--- config.mk ---
export PLATFORM = sky130hd
export DESIGN_NAME = i2c_slave_fsm_flat
export DESIGN_NICKNAME = d
export VERILOG_FILES = /design/src/rtl/i2c_slave_fsm_if.sv /design/src/rtl/i2c_slave_fsm.sv /design/src/flat_wrapper.sv
export SDC_FILE = /design/constraint.sdc
export NUM_CORES = 1
export LEC_CHECK = 0
export ABC_AREA = 0
export CAP_MARGIN = 20
export CORE_ASPECT_RATIO = 1.75
export CORE_MARGIN = 5
export CORE_UTILIZATION = 30
export DETAILED_ROUTE_END_ITERATION = 16
export GPL_TIMING_DRIVEN = 1
export HOLD_SLACK_MARGIN = 0.1
export MAX_ROUTING_LAYER = met4
export PLACE_DENSITY_LB_ADDON = 0.3
export SLEW_MARGIN = 15
export SYNTH_ARGS = -nofsm -noshare
export SYNTH_HDL_FRONTEND = slang
export SYNTH_SLANG_ARGS = --single-unit
--- constraint.sdc ---
create_clock -name clk -period 2.37 [get_ports clk]
set_input_delay 0.3555 -clock clk [delete_from_list [all_inputs] [get_ports clk]]
set_output_delay 0.3555 -clock clk [all_outputs]
set_load 0.005 [all_outputs]
--- src/rtl/i2c_slave_fsm_if.sv ---
// Bus and local-side signals of the I2C slave endpoint.
// The slave modport faces the bus pads and the local register logic.
interface i2c_slave_fsm_if;
    logic       scl_in;
    logic       sda_in;
    logic       sda_out;
    logic       sda_select;
    logic [7:0] tx_data;
    logic       tx_load;
    logic [7:0] rx_data;
    logic       rx_valid;
    logic       addr_match;
    logic       busy;

    modport slave (
        input  scl_in, sda_in, tx_data,
        output sda_out, sda_select, tx_load, rx_data, rx_valid, addr_match, busy
    );

    modport master (
        output scl_in, sda_in, tx_data,
        input  sda_out, sda_select, tx_load, rx_data, rx_valid, addr_match, busy
    );
endinterface

--- src/rtl/i2c_slave_fsm.sv ---
// I2C slave endpoint: oversamples SCL/SDA on clk, matches a 7-bit address,
// receives write bytes and transmits read bytes supplied by local logic.
module i2c_slave_fsm #(
    parameter logic [6:0]  SLAVE_ADDR  = 7'b1011010,
    parameter int unsigned SYNC_STAGES = 2
) (
    input logic            clk,
    input logic            rst_,
    i2c_slave_fsm_if.slave bus
);
    typedef enum logic [2:0] {
        IDLE, ADDR, ADDR_ACK, RX, RX_ACK, TX, TX_ACK, WAIT_STOP
    } state_t;

    logic [SYNC_STAGES-1:0] scl_sync, sda_sync;
    logic scl_hist, sda_hist;
    logic scl_s, sda_s, scl_rise, scl_fall, sda_rise, sda_fall;
    logic start_det, stop_det, bit_done;

    state_t     state_q, state_d;
    logic [2:0] cnt_q, cnt_d;
    logic [7:0] sh_q, sh_d, shifted;
    logic [7:0] rx_data_q, rx_data_d;
    logic rw_q, rw_d, phase_q, phase_d, rx_pend_q, rx_pend_d;
    logic sda_out_q, sda_out_d, sel_q, sel_d, match_q, match_d, busy_q, busy_d;
    logic rx_valid_q, rx_valid_d, tx_load_q, tx_load_d;

    always_ff @(posedge clk or negedge rst_) begin
        if (!rst_) begin
            scl_sync <= '1;
            sda_sync <= '1;
            scl_hist <= 1'b1;
            sda_hist <= 1'b1;
        end else begin
            scl_sync <= {scl_sync[SYNC_STAGES-2:0], bus.scl_in};
            sda_sync <= {sda_sync[SYNC_STAGES-2:0], bus.sda_in};
            scl_hist <= scl_s;
            sda_hist <= sda_s;
        end
    end

    assign scl_s     = scl_sync[SYNC_STAGES-1];
    assign sda_s     = sda_sync[SYNC_STAGES-1];
    assign scl_rise  = scl_s & ~scl_hist;
    assign scl_fall  = ~scl_s & scl_hist;
    assign sda_rise  = sda_s & ~sda_hist;
    assign sda_fall  = ~sda_s & sda_hist;
    assign start_det = sda_fall & scl_s;
    assign stop_det  = sda_rise & scl_s;
    assign bit_done  = (cnt_q == 3'd7);
    assign shifted   = {sh_q[6:0], sda_s};

    always_ff @(posedge clk or negedge rst_) begin
        if (!rst_) begin
            state_q    <= IDLE;
            cnt_q      <= '0;
            sh_q       <= '0;
            rw_q       <= 1'b0;
            phase_q    <= 1'b0;
            rx_pend_q  <= 1'b0;
            sda_out_q  <= 1'b1;
            sel_q      <= 1'b0;
            match_q    <= 1'b0;
            busy_q     <= 1'b0;
            rx_data_q  <= '0;
            rx_valid_q <= 1'b0;
            tx_load_q  <= 1'b0;
        end else begin
            state_q    <= state_d;
            cnt_q      <= cnt_d;
            sh_q       <= sh_d;
            rw_q       <= rw_d;
            phase_q    <= phase_d;
            rx_pend_q  <= rx_pend_d;
            sda_out_q  <= sda_out_d;
            sel_q      <= sel_d;
            match_q    <= match_d;
            busy_q     <= busy_d;
            rx_data_q  <= rx_data_d;
            rx_valid_q <= rx_valid_d;
            tx_load_q  <= tx_load_d;
        end
    end

    // phase_q marks the second half of a two-fall sequence: the ACK drive
    // in ADDR_ACK/RX_ACK, or a reloaded byte awaiting its MSB in TX_ACK.
    always_comb begin
        state_d    = state_q;
        cnt_d      = cnt_q;
        sh_d       = sh_q;
        rw_d       = rw_q;
        phase_d    = phase_q;
        rx_pend_d  = rx_pend_q;
        sda_out_d  = sda_out_q;
        sel_d      = sel_q;
        match_d    = match_q;
        busy_d     = busy_q;
        rx_data_d  = rx_data_q;
        rx_valid_d = 1'b0;
        tx_load_d  = 1'b0;

        if (stop_det || start_det) begin
            state_d   = stop_det ? IDLE : ADDR;
            busy_d    = ~stop_det;
            cnt_d     = '0;
            sh_d      = '0;
            phase_d   = 1'b0;
            rx_pend_d = 1'b0;
            match_d   = 1'b0;
            sel_d     = 1'b0;
            sda_out_d = 1'b1;
        end else begin
            case (state_q)
                IDLE: ;
                ADDR: if (scl_rise) begin
                    sh_d  = shifted;
                    cnt_d = cnt_q + 3'd1;
                    if (bit_done) begin
                        rw_d    = shifted[0];
                        phase_d = 1'b0;
                        state_d = (shifted[7:1] == SLAVE_ADDR) ? ADDR_ACK : WAIT_STOP;
                    end
                end
                ADDR_ACK: if (scl_fall) begin
                    if (!phase_q) begin
                        phase_d   = 1'b1;
                        sel_d     = 1'b1;
                        sda_out_d = 1'b0;
                        match_d   = 1'b1;
                    end else begin
                        phase_d = 1'b0;
                        cnt_d   = '0;
                        if (rw_q) begin
                            sh_d      = bus.tx_data;
                            tx_load_d = 1'b1;
                            sda_out_d = bus.tx_data[7];
                            sel_d     = ~bus.tx_data[7];
                            state_d   = TX;
                        end else begin
                            sel_d     = 1'b0;
                            sda_out_d = 1'b1;
                            state_d   = RX;
                        end
                    end
                end
                RX: if (scl_rise) begin
                    sh_d  = shifted;
                    cnt_d = cnt_q + 3'd1;
                    if (bit_done) begin
                        rx_pend_d = 1'b1;
                        phase_d   = 1'b0;
                        state_d   = RX_ACK;
                    end
                end
                RX_ACK: begin
                    if (rx_pend_q) begin
                        rx_pend_d  = 1'b0;
                        rx_data_d  = sh_q;
                        rx_valid_d = 1'b1;
                    end
                    if (scl_fall) begin
                        phase_d   = ~phase_q;
                        sel_d     = ~phase_q;
                        sda_out_d = phase_q;
                        if (phase_q) state_d = RX;
                    end
                end
                TX: if (scl_fall) begin
                    if (bit_done) begin
                        sel_d     = 1'b0;
                        sda_out_d = 1'b1;
                        cnt_d     = '0;
                        phase_d   = 1'b0;
                        state_d   = TX_ACK;
                    end else begin
                        sh_d      = {sh_q[6:0], 1'b0};
                        sda_out_d = sh_q[6];
                        sel_d     = ~sh_q[6];
                        cnt_d     = cnt_q + 3'd1;
                    end
                end
                TX_ACK: begin
                    if (scl_rise && !phase_q) begin
                        if (!sda_s) begin
                            sh_d      = bus.tx_data;
                            tx_load_d = 1'b1;
                            phase_d   = 1'b1;
                        end else begin
                            state_d = WAIT_STOP;
                        end
                    end else if (scl_fall && phase_q) begin
                        sda_out_d = sh_q[7];
                        sel_d     = ~sh_q[7];
                        cnt_d     = '0;
                        phase_d   = 1'b0;
                        state_d   = TX;
                    end
                end
                WAIT_STOP: ;
                default: state_d = IDLE;
            endcase
        end
    end

    assign bus.sda_out    = sda_out_q;
    assign bus.sda_select = sel_q;
    assign bus.tx_load    = tx_load_q;
    assign bus.rx_data    = rx_data_q;
    assign bus.rx_valid   = rx_valid_q;
    assign bus.addr_match = match_q;
    assign bus.busy       = busy_q;
endmodule

--- src/flat_wrapper.sv ---
// flat-port wrapper written by rule: the top's interface ports become plain ports
module i2c_slave_fsm_flat 
#(
    parameter logic [6:0]  SLAVE_ADDR  = 7'b1011010,
    parameter int unsigned SYNC_STAGES = 2
)
  (clk, rst_, bus_scl_in, bus_sda_in, bus_tx_data, bus_sda_out, bus_sda_select, bus_tx_load, bus_rx_data, bus_rx_valid, bus_addr_match, bus_busy);
  i2c_slave_fsm_if bus_i ();
  input logic clk;
  input logic rst_;
  input wire logic [$bits(bus_i.scl_in)-1:0] bus_scl_in;
  input wire logic [$bits(bus_i.sda_in)-1:0] bus_sda_in;
  input wire logic [$bits(bus_i.tx_data)-1:0] bus_tx_data;
  output wire logic [$bits(bus_i.sda_out)-1:0] bus_sda_out;
  output wire logic [$bits(bus_i.sda_select)-1:0] bus_sda_select;
  output wire logic [$bits(bus_i.tx_load)-1:0] bus_tx_load;
  output wire logic [$bits(bus_i.rx_data)-1:0] bus_rx_data;
  output wire logic [$bits(bus_i.rx_valid)-1:0] bus_rx_valid;
  output wire logic [$bits(bus_i.addr_match)-1:0] bus_addr_match;
  output wire logic [$bits(bus_i.busy)-1:0] bus_busy;
  assign bus_i.scl_in = bus_scl_in;
  assign bus_i.sda_in = bus_sda_in;
  assign bus_i.tx_data = bus_tx_data;
  assign bus_sda_out = bus_i.sda_out;
  assign bus_sda_select = bus_i.sda_select;
  assign bus_tx_load = bus_i.tx_load;
  assign bus_rx_data = bus_i.rx_data;
  assign bus_rx_valid = bus_i.rx_valid;
  assign bus_addr_match = bus_i.addr_match;
  assign bus_busy = bus_i.busy;
  i2c_slave_fsm #(.SLAVE_ADDR(SLAVE_ADDR), .SYNC_STAGES(SYNC_STAGES)) u_core (.clk(clk), .rst_(rst_), .bus(bus_i));
endmodule
==> flow_summary.toml <==
[outcome]
status = "finished clean"

[logic_synthesis]
synth.distinct_cells = 49
synthCells = 199
synth-seq-cells = 37
synth_area_um2 = 1982
synth.avg_cell_area_um2 = 9.959
synth-main-ff-cell = "dfrtp_1"
synth_edf_count = 0
async_reset_ff_share_pct = 100.0
syn-num-nets = 213
yosys_warnings = 0
seq_area_frac_synth_pct = 47.16

[worst_setup_path]
required_ns = 2.52
worst_setup_path_end_kind = "flip-flop"
crit_arrival_ns = 2.40
crit_fanout = 8
crit_chain = "or4b_1 -> a222oi_1 -> inv_1 -> o41a_1 -> o2bb2ai_1"
setup.worst_path.class = "flip-flop to flip-flop"
crit_family = "compound AO/OA/AOI/OAI gates"
critical-path-max-stage-delay_ns = 0.55
cp_slowest_cell = "dfstp_2"
critPathLaunchType = "flip-flop"
crit_buf_inv = 1

[pwr]
p_leak_nw = 1.078
vdd_drop_max_mv = 0.6818
power.density_nw_per_um2 = 1091

[floorplanning]
initial_core_util_pct = 30.54
core_area_um2 = 6490
dieHeight_um = 117.5
die_w_um = 71.44
fp.dieArea_um2 = 8396
num_rows = 39
ios = 26

[place]
dpl_worst_slack_ns = 0.1181
dpl_cell_area_um2 = 2365
gp_congestion = 0.9505
io_buffers = 25
dpl.hpwl_mm = 4.343

[sta]
drv_slew = 0
finalWorstSetupSlack_ns = 0.1251
clock_skew_ns = 0.007714
fin_crit_ns = 2.245
worst_pin_slew_ns = 0.8286
fin_tns_setup_ns = 0
finalCritPeriodShare_pct = 94.72
grt_setup_unrepaired = "no"
fmax_ghz = 0.4455
hold_viol = 0
setup_violations = 0
max_slew_margin_pct = 44.76

[cts]
post-cts-setup-buffer-count = 0
cts.sinks = 37
tritoncts = "yes"
path_clk_slew_ns = 0.05
hold_buffers = 0
cts_resized = 0
clock_latency_ns = 0.28
root_buffer = "clkbuf_16"
cts_max_level = 2
clockBufferDepth = 2
cts_made_buffers = 5

[routing]
drt_iter0_markers = 39
wl_mm = 5.592
drt_pass1_iterations = 4
vias = 1709
routedWlPerCell_um = 17.75
antenna_left = 0
via_per_inst = 5.425
drc = 0

[final_layout]
drive_above_1_share_pct = 16.31
synthToLayoutAreaGrowth_pct = 26.70
final_cell_area_um2 = 2511
antenna_cells = 0
nets = 246

[global_route]
antenna_found_initial = 0
grt_pass1_vias = 1814
grt_max_degree = 38
track_usage_pct = 14.79
grt_pass1_wl_mm = 9.280
grt.overflow.total = 0

[min_path]
hold_class = "primary input to asynchronous set/reset pin"

[run]
cap_violations = 0
[placed cells by master (no fill, tap or decap), types with 2 or more instances in the layout]
master           netlist  layout
nand2_1                8       8
a31oi_1                2       2
or3b_2                 2       2
dfstp_2                7       7
nand3b_1               3       3
clkdlybuf4s50_1        0      24
clkbuf_1               6       2
o211ai_1               3       3
nand3_1                4       4
dfrtp_1               30      30
o22ai_1                2       2
ha_1                   2       2
o2111ai_1              2       2
nor2b_1                5       5
a21oi_1               12      12
nand2b_1               4       4
nor2_1                17      17
clkbuf_16              0       5
a32o_1                 3       3
o2bb2ai_1              8       8
mux2i_1                9       9
buf_4                  0      13
o21ai_0               15      15
nor3_1                 5       5
o31ai_1                2       2
inv_1                 13      13
mux2_2                 8       8
[per-layer routing]
layer | global-route usage, % | share of wire (%)
met3 | 2.051 | 2.1
met4 | 9.882 | 5.5
met1 | 13.95 | 35
met5 | - | 0
met2 | 26.67 | 58
[flip-flops by register name, indices dropped and copies added, names as in the netlist, 2 cells and up]
signal,flops
u_core.bus.rx_data,8
u_core.sda_sync,2
u_core.scl_sync,2
u_core.state_q,3
u_core.sh_q,8
u_core.cnt_q,3
[path summary, 6_finish.rpt]
kind                                          from                     to  slack, ns  depth (start not counted)
worst max register to register  u_core.scl_sync[1]         u_core.sh_q[5]       0.13                          5
worst min register to register  u_core.sda_sync[0]     u_core.sda_sync[1]       0.36                          0
worst max-delay path            u_core.scl_sync[1]         u_core.sh_q[5]       0.13                          5
min in group clk                u_core.sda_sync[0]     u_core.sda_sync[1]       0.36                          0
max in group asynchronous                     rst_      u_core.state_q[1]       1.67                          1
worst min-delay path                          rst_  u_core.bus.addr_match       0.18                          1
[cell usage after synthesis, types with 2 or more instances]
| cell | count | area share (%) |
|---|---|---|
| nor2_1 | 17 | 3.2 |
| o2bb2ai_1 | 8 | 3.5 |
| o31ai_1 | 2 | 0.76 |
| a32o_1 | 3 | 1.5 |
| o2111ai_1 | 2 | 0.88 |
| ha_1 | 2 | 1.3 |
| or3b_2 | 2 | 0.88 |
| dfrtp_1 | 30 | 38 |
| o22ai_1 | 2 | 0.63 |
| nand2b_1 | 4 | 1.3 |
| mux2_2 | 8 | 4.5 |
| a31oi_1 | 2 | 0.63 |
| o211ai_1 | 3 | 1.1 |
| mux2i_1 | 9 | 4.5 |
| nor2b_1 | 5 | 1.6 |
| nand3b_1 | 3 | 1.1 |
| buf_1 | 2 | 0.38 |
| o21ai_0 | 15 | 3.8 |
| nand2_1 | 8 | 1.5 |
| dfstp_2 | 7 | 9.3 |
| nand3_1 | 4 | 1.0 |
| buf_6 | 2 | 1.1 |
| nor3_1 | 5 | 1.3 |
| clkbuf_1 | 6 | 1.1 |
| a21oi_1 | 12 | 3.0 |
| inv_1 | 13 | 2.5 |
[kinds of logic after synthesis]
group | after synthesis | synth area share, %
xor+xnor | 1 | 0.4420
mux | 17 | 9.091
flops | 37 | 47.16
simple gates | 59 | 16.48
fa+ha+maj | 2 | 1.262
buf+inv | 25 | 5.618
compound gates | 58 | 19.95
[power breakdown]
part / switching, mW / internal (mW) / leakage [nW] / total, mW
sequential: 0.125 / 0.762 / 0.475 / 0.887
clock: 0.240 / 0.419 / 0.0712 / 0.659
combinational: 0.678 / 0.516 / 0.532 / 1.19
[stage by stage]
stage | cells | power (mW) | hold WS [ns] | util, %
final | 315 | 2.740 | 0.1778 | 38.69
after global routing | 315 | 2.921 | 0.2507 | 38.69
after CTS | 315 | 2.754 | 0.2057 | 38.69
after detailed placement | 307 | 2.082 | 0.3511 | 36.44
after global placement | 307 | 2.072 | 0.3519 | 36.44
after floorplan | 199 | 1.686 | 0.05991 | -
[layout make-up]
type	count	area, um2
clock buffer	8	146.4
multi-input combinational	137	935.9
inverter	13	48.80
tap	82	102.6
timing repair buffer	38	342.8
fill	657	3979
sequential	37	934.6
(Power assumes the default switching activity.)
